$ cat src/rtl/pi_dco_combiner.sv
// Loop-filter output stage of the digital PLL: merges the integral candidate with a
// saturated proportional kick into a decimated DCO control word and tracks bang-bang lock.
module pi_dco_combiner #(
   parameter int unsigned P          = 4000,
   parameter int unsigned DEC        = 1,
   parameter int unsigned LOCK_CNT   = 16,
   parameter int unsigned UNLOCK_RUN = 8
) (
   input  logic        clk,
   input  logic        rst,
   input  logic        x,
   input  logic [19:0] ki_add,
   input  logic [19:0] ki_sub,
   output logic [19:0] dco_word,
   output logic        upd,
   output logic        locked
);

   localparam logic [19:0] WORD_MAX  = 20'hFFFFF;
   localparam logic [20:0] P_EXT     = 21'(P);
   localparam logic [9:0]  DEC_LAST  = 10'(DEC - 1);
   localparam logic [7:0]  LOCK_LAST = 8'(LOCK_CNT - 1);
   localparam logic [7:0]  RUN_LAST  = 8'(UNLOCK_RUN - 2);

   typedef enum logic {
      ACQUIRE,
      LOCKED
   } lockState_e;

   lockState_e  state_q, state_d;
   logic [19:0] dco_word_q, dco_word_d;
   logic        upd_q, upd_d;
   logic [9:0]  dec_cnt_q, dec_cnt_d;
   logic [7:0]  alt_cnt_q, alt_cnt_d;
   logic [7:0]  run_cnt_q, run_cnt_d;
   logic        prev_x_q;

   logic [19:0] integ;
   logic [20:0] integExt;
   logic [20:0] sumUp;
   logic [20:0] diffDn;
   logic [19:0] result;
   logic        decHit;
   logic        alt;

   function automatic logic [7:0] satInc(input logic [7:0] v);
      return (v == 8'hFF) ? v : v + 8'd1;
   endfunction

   // The selected candidate already equals the integrator value after this edge.
   assign integ    = x ? ki_add : ki_sub;
   assign integExt = {1'b0, integ};
   assign sumUp    = integExt + P_EXT;
   assign diffDn   = integExt - P_EXT;

   always_comb begin
      result = '0;
      if (x) begin
         result = sumUp[20] ? WORD_MAX : sumUp[19:0];
      end else if (integExt >= P_EXT) begin
         result = diffDn[19:0];
      end
   end

   assign decHit = (dec_cnt_q == DEC_LAST);

   always_comb begin
      dec_cnt_d  = decHit ? 10'd0 : dec_cnt_q + 10'd1;
      dco_word_d = decHit ? result : dco_word_q;
      upd_d      = decHit;
   end

   always_ff @(posedge clk or negedge rst) begin
      if (!rst) begin
         dco_word_q <= '0;
         upd_q      <= 1'b0;
         dec_cnt_q  <= '0;
         prev_x_q   <= 1'b0;
         alt_cnt_q  <= '0;
         run_cnt_q  <= '0;
      end else begin
         dco_word_q <= dco_word_d;
         upd_q      <= upd_d;
         dec_cnt_q  <= dec_cnt_d;
         prev_x_q   <= x;
         alt_cnt_q  <= alt_cnt_d;
         run_cnt_q  <= run_cnt_d;
      end
   end

   assign alt = (x != prev_x_q);

   always_ff @(posedge clk or negedge rst) begin
      if (!rst) begin
         state_q <= ACQUIRE;
      end else begin
         state_q <= state_d;
      end
   end

   // Lock runs every cycle, independent of the decimation counter.
   always_comb begin
      state_d   = state_q;
      alt_cnt_d = alt_cnt_q;
      run_cnt_d = run_cnt_q;
      unique case (state_q)
         ACQUIRE: begin
            if (alt) begin
               if (alt_cnt_q == LOCK_LAST) begin
                  state_d   = LOCKED;
                  run_cnt_d = '0;
               end
               alt_cnt_d = satInc(alt_cnt_q);
            end else begin
               alt_cnt_d = '0;
            end
         end
         LOCKED: begin
            if (!alt) begin
               if (run_cnt_q == RUN_LAST) begin
                  state_d   = ACQUIRE;
                  alt_cnt_d = '0;
               end
               run_cnt_d = satInc(run_cnt_q);
            end else begin
               run_cnt_d = '0;
            end
         end
         default: state_d = ACQUIRE;
      endcase
   end

   always_comb begin
      locked = (state_q == LOCKED);
   end

   assign dco_word = dco_word_q;
   assign upd      = upd_q;

endmodule

$ cat config.mk
export PLATFORM = sky130hd
export DESIGN_NAME = pi_dco_combiner
export DESIGN_NICKNAME = d
export VERILOG_FILES = /design/src/rtl/pi_dco_combiner.sv
export SDC_FILE = /design/constraint.sdc
export NUM_CORES = 1
export LEC_CHECK = 0
export BUFFER_PORTS_ARGS = -buffer_cell sky130_fd_sc_hd__buf_2
export CAP_MARGIN = 25
export CELL_PAD_IN_SITES_DETAIL_PLACEMENT = 1
export CELL_PAD_IN_SITES_GLOBAL_PLACEMENT = 1
export CORE_MARGIN = 4
export CORE_UTILIZATION = 38
export DETAILED_ROUTE_END_ITERATION = 10
export GPL_TIMING_DRIVEN = 0
export PLACE_DENSITY = 0.88
export SYNTH_ARGS = -nofsm -noshare
export SYNTH_HDL_FRONTEND = slang
export SYNTH_SLANG_ARGS = --single-unit
$ cat constraint.sdc
create_clock -name clk -period 1.9 [get_ports clk]
set_input_delay 0.38 -clock clk [delete_from_list [all_inputs] [get_ports clk]]
set_output_delay 0.38 -clock clk [all_outputs]
set_load 0.01 [all_outputs]
== Yosys cells after proc, flatten, opt, wreduce, memory -nomap -nowiden ==
Cells that the tools add are included.

* Bits in latches: 0
* Logic and storage cells: 48
* RAM bits: 0
* Output and inout port bits: 22
* Memory bits (read-only): 0
* Bits of input ports: 43
* Flip-flop bits (word level): 49
* Memories: 0

* Bitwise operators: 1
* Eq/ne operators: 11
* Shifts and indexed selects: 0
* Mux-type cells: 20
* Div/mod/pow operators: 0
* Add/subtract/negate cells: 5
* Order comparisons: 1
* $mul: 0
* Reductions and logical operators: 3

{| class="wikitable"
|+ Operators with widths
! kind !! count
|-
| $mux 20 || 4
|-
| $mux 8 || 8
|-
| $pmux 8 s2 || 2
|-
| $add 20x12->21 const B || 1
|-
| $ge 20x12->1 const B || 1
|-
| $sub 20x12->20 const B || 1
|-
| $add 8x1->8 const B || 2
|-
| $eq 8x8->1 const B || 2
|-
| $add 10x1->10 const B || 1
|-
| $logic_not 10->1 || 1
|-
| $mux 10 || 1
|-
| $eq 8x3->1 const B || 1
|-
| $eq 8x4->1 const B || 1
|-
| $ne 2x2->1 const B || 3
|-
| $ne 3x3->1 const B || 2
|-
| $reduce_and 3->1 || 2
|-
| $mux 1 || 4
|-
| $ne 2x1->1 const B || 1
|-
| $pmux 1 s2 || 1
|-
| $ne 1x1->1 || 1
|-
| $not 1->1 || 1
|}

== Depth between registers and ports, before layout ==
Gate-level depths: netlist (run 1).

* Depth after elaboration: 4
* Depth in mapped cells: 13

== Least setup slack after synthesis (run 1) ==
OpenSTA, ideal clock, no wires.

* Path type: input to register
* Start point: input port x
* End point: register dco_word_q[13], in the netlist dco_word[13]
* Library setup time: 126 ps
* Required time: 1774 ps
* Cell stages on the path: 11
* Path slack: -432 ps
* Arrival: 2206 ps
* Cell sequence: buf_6 buf_6 buf_2 clkbuf_1 a21oi_1 ha_1 a211oi_4 a21oi_1 xor2_1 a21oi_1 a21oi_1

* Longest elaborated chain between the ends: 4

{| class="wikitable"
|+ RTL lines
! what !! RTL line !! text
|-
| from (decl) || 11 || <nowiki>input logic x,</nowiki>
|-
| $mux 20 || 51 || <nowiki>assign integ = x ? ki_add : ki_sub;</nowiki>
|-
| $sub 20x12->20 (tied with other cells) || 54 || <nowiki>assign diffDn = integExt - P_EXT;</nowiki>
|-
| $mux 20 (on tied branches) || 60, 59 ||
|-
| $mux 20 * || 58 || <nowiki>if (x) begin</nowiki>
|-
| to (signal assigned) || 82 || <nowiki>dco_word_q <= dco_word_d;</nowiki>
|-
| to (decl) || 31 || <nowiki>logic [19:0] dco_word_q, dco_word_d;</nowiki>
|}

Mark *: on every way between the ends. The rest lies on a longest branch, timed or not.
A chain may end at the register's enable or synchronous reset.

== Worst setup path after layout (run 1) ==
* Start point: input port x
* End point: register dco_word_q[11], in the netlist dco_word[11]

Same word-level chain as after synthesis.

==> results of run 1 <==
[layout make-up]
cell class	count	area, um2
clock inverter	3	47.5
tap	108	135
fill	1016	4050
inverter	10	40.0
buffer	10	123
multi-input combinational	298	2310
clock buffer	5	68.8
sequential	49	1230
timing repair buffer	102	669
[worst max-delay path: stages]
cell and delay (ps):
buf_8 140, nor3b_1 460, o22ai_2 200, or2_1 260
buf_6 140, and2_4 140, a41oi_4 150, buf_4 170
a31oi_1 90
[metrics by stage]
step                instance area, um2  TNS (ps)
finish                            4630     -59.6
global route                      4630      -959
CTS                               4310         0
detailed placement                3910    -12670
global placement                  3890    -11020
floorplan                         3430     -1170
[worst paths after layout]
path / start / endpoint / slack, ps / cells past startpoint
max: x / dco_word[11]$_DFFE_PN0P_ / -30 / 9
min: rst / dco_word[2]$_DFFE_PN0P_ / 7 / 1
max reg2reg: run_cnt_q[0]$_DFFE_PN0P_ / alt_cnt_q[4]$_DFFE_PN0P_ / -10 / 8
min reg2reg: dec_cnt_q[9]$_DFF_PN0_ / dec_cnt_q[9]$_DFF_PN0_ / 500 / 1
max in group asynchronous: rst / alt_cnt_q[1]$_DFFE_PN0P_ / 1360 / 2
min in group clk: x / prev_x_q$_DFF_PN0_ / 240 / 1
[kinds of logic (layout without fill, tap and decap cells)]
family | after synthesis | count (layout)
mux | 11 | 11
fa+ha+maj | 7 | 7
xor+xnor | 26 | 26
compound gates | 102 | 102
simple gates | 152 | 152
buf+inv | 23 | 130
flops | 49 | 49
[registers in the layout, summed over array words and instances (netlist names)]
signal,count
prev_x_q,1
locked,1
dec_cnt_q,10
upd,1
run_cnt_q,8
alt_cnt_q,8
dco_word,20
[placed cells by master (no fill, tap or decap), types with 3 or more instances in the layout]
cell type	n
dfrtp_1	46
ha_1	4
buf_4	32
clkbuf_8	5
buf_12	3
a21oi_1	15
xnor2_1	14
nand2_2	4
o21ai_0	21
nand2_1	32
nand3_1	23
ha_4	3
nor4b_4	3
nand3_2	4
a31oi_1	6
o31ai_1	4
a22oi_1	5
a21oi_4	5
xnor2_2	3
buf_2	65
xor2_1	7
nor2_1	37
nor3_1	3
mux2i_1	8
buf_6	5
o211ai_1	4
o21ai_1	10
dfrtp_2	3
and3_1	6
inv_1	7
nand2b_1	9
[power breakdown]
part	internal [mW]	leakage, nW	total (mW)	switching (mW)
Combinational	0.486	1.35	1.08	0.590
Clock	0.402	0.0591	0.786	0.384
Sequential	1.13	0.624	1.22	0.0912
[layer usage]
metal  wire (um)  vias to the layer above
met5           0                        -
met2        6050                      108
met1        4970                     1658
li1            -                     1558
met3         471                       35
met4         434                        0
[timing repair]
item                                    4_1_cts  5_1_grt
endpoints found under the setup margin       36       31
pin swaps                                    19       23
setup buffers                                21       15
resized for setup                            30       40
cloned                                        0        1
==> summary.md, run 1 <==
| Metric | Value |
|---|---|
| Final ANT Viol Nets | `0` |
| Ports | `65` |
| Post-synthesis xor/xnor area fraction | `7.22%` |
| Hold Slack | `7.08 ps` |
| Top-count cell post-synth | `dfrtp_1` |
| Clk root buf | `clkbuf_8` |
| 1st-pass router iterations | `5` |
| DR iter-0 viols | `139` |
| Worst slew margin | `53.8%` |
| # diodes | `0` |
| Residual DRC | `0` |
| Initial antenna violation count | `0` |
| Worst slew pin tran | `688 ps` |
| Fmax | `519 MHz` |
| Multiplexer share of the synthesized area | `3.39%` |
| Ranking of synthesized cells by area | `dfrtp_1 (36%), xnor2_1 (4.2%), nor2_1 (4.1%)` |
| Failing checks | `negative setup slack` |
| Power Dens Cells | `667 nW/um2` |
| Final Setup Violations | `6` |
| EDFF count, synth | `0` |
| Fin cells | `585` |
| Place WS | `-739 ps` |
| M1 GR Usage | `26.4%` |
| Worst setup SP type | `input pin` |
| Simple-Gate Fraction of Synth Area | `24.7%` |
| First-pass GRT wire length | `17400 um` |
| Total routed wirelength | `11900 um` |
| Vias in the first global route | `3584` |
| Sequential share of the synthesized area | `36.5%` |
| Final Worst Setup Slack | `-28.4 ps` |
| Met3 Use GR | `2.39%` |
| GR Util met2 | `37.8%` |
| Setup CP Type | `input pin to register` |
| Post-DP HPWL | `7810 um` |
| Dominant synthesized flop cell | `dfrtp_1` |
| Synthesized instance count | `370` |
| Num rows | `34` |
| Layout cells sized above 1 | `39.8%` |
| Synthesized cell area | `3360 um2` |
| FF+latch count, synth | `49` |
| Commonest cells post-synth | `dfrtp_1 (49), nor2_1 (37), nand2_1 (36)` |
| Top cell type's share of synthesized area | `36.5%` |
| Core Area | `8680 um2` |
| Starting Density | `38.8%` |
| Worst EP required | `2100 ps` |
| Distinct cells, synth | `71` |
| RSZ-0062 raised after global routing | `true` |
| Tightest Hold Check Type | `input pin to asynchronous set/reset pin` |
| Fin crit share | `101%` |
| Num CTS Buffers | `5` |
| Synth warn | `0` |
| PortBufs | `64` |
| Critical Path End Type | `register` |
| Asr flop ratio synth | `100%` |
| TritonCTS clock tree | `yes` |
| Complex-gate fraction of the synthesized area | `21.7%` |
| Slew Limit Fails | `0` |
| Die width | `102 um` |
| Outcome | `finished with violations` |
| Post-layout net count | `526` |
| P&R area growth vs syn | `37.5%` |
| Static leakage | `2.03 nW` |
| Clk_lat worst skew | `320 ps` |
| DR vias/cell | `5.74` |
| Main combinational cell family by area after synthesis | `simple AND/OR/NAND/NOR gates` |
| Worst-path clk slew | `110 ps` |
| Avg Cell Area, Syn | `9.09 um2` |
| Most used routing layer | `met2` |
| Final Hold Viols | `0` |
| Pin count of the biggest net entering global routing | `31` |
| Total GRT Usage | `21.0%` |
| Die footprint | `10400 um2` |
| Clock Sinks | `49` |
| DP Cell Count | `543` |
| Die height | `102 um` |
| CTS hold repair buffers | `0` |
| RD Place Congestion | `0.910` |
| Gr ovfl total | `0` |
| # Max-Cap Violations | `0` |
| H-tree levels | `2` |
| Net Count, Synth | `420` |
| Adder-cell area share of the yosys netlist | `2.60%` |
| Routed vias | `3359` |
| Final Core Density | `53.3%` |
| Final min period | `1930 ps` |
| Peak supply drop | `0.352 mV` |
| Critical Path AT | `2120 ps` |
| Crit-path max FO | `10` |
| Wire per inst | `20.4 um` |
| Synth area leader | `dfrtp_1` |
| Clock buffer depth | `2` |
| Worst clock skew | `20.3 ps` |
| Overall Power | `3.08 mW` |
(Power assumes the default switching activity.)
==> run 2, diff against run 1 <==
--- a/config.mk
+++ b/config.mk
@@ -17,3 +17,4 @@
 export SYNTH_ARGS = -nofsm -noshare
 export SYNTH_HDL_FRONTEND = slang
 export SYNTH_SLANG_ARGS = --single-unit
+export TNS_END_PERCENT = 5
==> summary.md, run 2 (synthesis results as in run 1) <==
| Metric | Value |
|---|---|
| Final Worst Setup Slack | `-155 ps (was -28.4 ps)` |
| Die height | `102 um (unchanged)` |
| Peak supply drop | `0.269 mV (was 0.352 mV)` |
| Clock Sinks | `49 (unchanged)` |
| Final ANT Viol Nets | `0 (unchanged)` |
| Fin crit share | `108% (was 101%)` |
| DR vias/cell | `5.79 (was 5.74)` |
| Pin count of the biggest net entering global routing | `32 (was 31)` |
| Final Hold Viols | `0 (unchanged)` |
| Die footprint | `10400 um2 (unchanged)` |
| Total GRT Usage | `22.1% (was 21.0%)` |
| Worst slew pin tran | `511 ps (was 688 ps)` |
| Sw Pwr | `1.01 mW (was 1.07 mW)` |
| Final min period | `2060 ps (was 1930 ps)` |
| Num rows | `34 (unchanged)` |
| First-pass GRT wire length | `18100 um (was 17400 um)` |
| Commonest non-fill, non-tap cell in the layout | `buf_2 (unchanged)` |
| Cell internal pwr | `1.96 mW (was 2.02 mW)` |
| Clock power frac | `26.3% (was 25.5%)` |
| Setup CP Type | `input pin to register (unchanged)` |
| Initial antenna violation count | `0 (unchanged)` |
| PortBufs | `64 (unchanged)` |
| H-tree levels | `2 (unchanged)` |
| Layout fillers | `1026 (was 1016)` |
| Total routed wirelength | `11600 um (was 11900 um)` |
| Crit-path max FO | `6 (was 10)` |
| Starting Density | `38.8% (unchanged)` |
| Worst-path clk slew | `90 ps (was 110 ps)` |
| Worst clock skew | `2.07 ps (was 20.3 ps)` |
| Vias in the first global route | `3505 (was 3584)` |
| TritonCTS clock tree | `yes (unchanged)` |
| Num CTS Buffers | `5 (unchanged)` |
| RD Place Congestion | `0.909 (was 0.910)` |
| Failing checks | `negative setup slack (unchanged)` |
| Layout cells sized above 1 | `36.2% (was 39.8%)` |
| Comb pwr share | `32.2% (was 34.9%)` |
| Max reg flops | `20 (unchanged)` |
| Fmax | `487 MHz (was 519 MHz)` |
| Final Core Density | `50.9% (was 53.3%)` |
| Fin cells | `569 (was 585)` |
| Commonest non-fill, non-tap cells in the layout | `buf_2 (66), dfrtp_1 (46), nor2_1 (37) (was buf_2 (65), dfrtp_1 (46), nor2_1 (37))` |
| Worst EP required | `2130 ps (was 2100 ps)` |
| Wire per inst | `20.4 um (about the same)` |
| Critical Path AT | `2280 ps (was 2120 ps)` |
| Clk root buf | `clkbuf_8 (unchanged)` |
| Routed vias | `3292 (was 3359)` |
| Post-DP HPWL | `7900 um (was 7810 um)` |
| Worst slew margin | `65.7% (was 53.8%)` |
| Clk_lat worst skew | `300 ps (was 320 ps)` |
| Slew Limit Fails | `0 (unchanged)` |
| Gr ovfl total | `0 (unchanged)` |
| DR iter-0 viols | `102 (was 139)` |
| Post-layout net count | `510 (was 526)` |
| Critical Path End Type | `register (unchanged)` |
| Die width | `102 um (unchanged)` |
| Static leakage | `1.94 nW (was 2.03 nW)` |
| Clock buffer depth | `2 (unchanged)` |
| Place WS | `-758 ps (was -739 ps)` |
| Seq pwr share | `41.5% (was 39.7%)` |
| # Max-Cap Violations | `0 (unchanged)` |
| Power Dens Cells | `673 nW/um2 (was 667 nW/um2)` |
| 1st-pass router iterations | `4 (was 5)` |
| Worst setup SP type | `input pin (unchanged)` |
| DP Cell Count | `543 (unchanged)` |
| Ports | `65 (unchanged)` |
| Residual DRC | `0 (unchanged)` |
| RSZ-0062 raised after global routing | `true (unchanged)` |
| Final Setup Violations | `19 (was 6)` |
| Net Sw Frac | `33.9% (was 34.5%)` |
| # diodes | `0 (unchanged)` |
| CTS hold repair buffers | `0 (unchanged)` |
| Tightest Hold Check Type | `input pin to asynchronous set/reset pin (unchanged)` |
| Core Area | `8680 um2 (unchanged)` |
| Outcome | `finished with violations (unchanged)` |
| P&R area growth vs syn | `31.4% (was 37.5%)` |
[run 2: cell type report]
| type | count | area [um2] | share of cell area, % |
|---|---|---|---|
| clock buffer | 7 | 86.3 | 1.95 |
| buffer | 12 | 135 | 3.06 |
| inverter | 10 | 37.5 | 0.849 |
| timing repair buffer | 84 | 518 | 11.7 |
| sequential | 49 | 1230 | 27.8 |
| clock inverter | 1 | 30.0 | 0.679 |
| multi-input combinational | 298 | 2250 | 50.9 |
| tap | 108 | 135 | 3.06 |
[run 2: worst paths after layout]
| path | from | endpoint | slack [ps] | cells after the start |
|---|---|---|---|---|
| max | x | dco_word[17]$_DFFE_PN0P_ | -160 | 12 |
| min | rst | alt_cnt_q[3]$_DFFE_PN0P_ | 20 | 1 |
| max reg2reg | run_cnt_q[0]$_DFFE_PN0P_ | alt_cnt_q[7]$_DFFE_PN0P_ | -20 | 7 |
| min reg2reg | dec_cnt_q[9]$_DFF_PN0_ | dec_cnt_q[9]$_DFF_PN0_ | 490 | 1 |
| max in group asynchronous | rst | dco_word[16]$_DFFE_PN0P_ | 1350 | 2 |
| min in group clk | x | prev_x_q$_DFF_PN0_ | 210 | 1 |
[run 2: power by group through the flow]
| stage | logic (mW) | clock network, mW | registers, mW |
|---|---|---|---|
| after floorplan | 0.455 | 0 | 1.24 |
| after global placement | 0.731 | 0 | 1.23 |
| after detailed placement | 0.775 | 0 | 1.24 |
| after CTS | 0.857 | 0.792 | 1.23 |
| after global routing | 1.05 | 0.842 | 1.25 |
| final | 0.957 | 0.782 | 1.23 |
[run 2: per-stage QoR]
stage | hold slack, ps | area [um2] | TNS, ps | power [mW]
5_1_grt | 49.7 | 4420 | -3450 | 3.14
3_3_place_gp | 462 | 3880 | -11080 | 1.96
6_report | 21.6 | 4420 | -1100 | 2.97
3_5_place_dp | 363 | 3900 | -12890 | 2.01
4_1_cts | 29.3 | 4260 | -152 | 2.88
2_1_floorplan | 84.4 | 3430 | -1210 | 1.70
[run 2: worst max-delay path, cell delays in order]
cell	delay, ps
buf_12	110
buf_12	120
buf_12	120
buf_12	120
o21a_4	200
ha_4	180
a211oi_4	330
buf_4	170
a21oi_1	60
xnor2_1	240
nand2_1	90
a31oi_1	140
[run 2: repair_timing]
item / 4_1_cts / 5_1_grt
resized for setup: 28 / 32
buffers inserted: 14 / 5
endpoints found under the setup margin: 31 / 34
pin swaps: 13 / 14
[run 2: per-layer routing]
metal	routed length, um	global-route usage [%]
met3	396	2.05
met2	6130	40.0
met1	4810	27.7
met4	274	6.76
met5	0	0
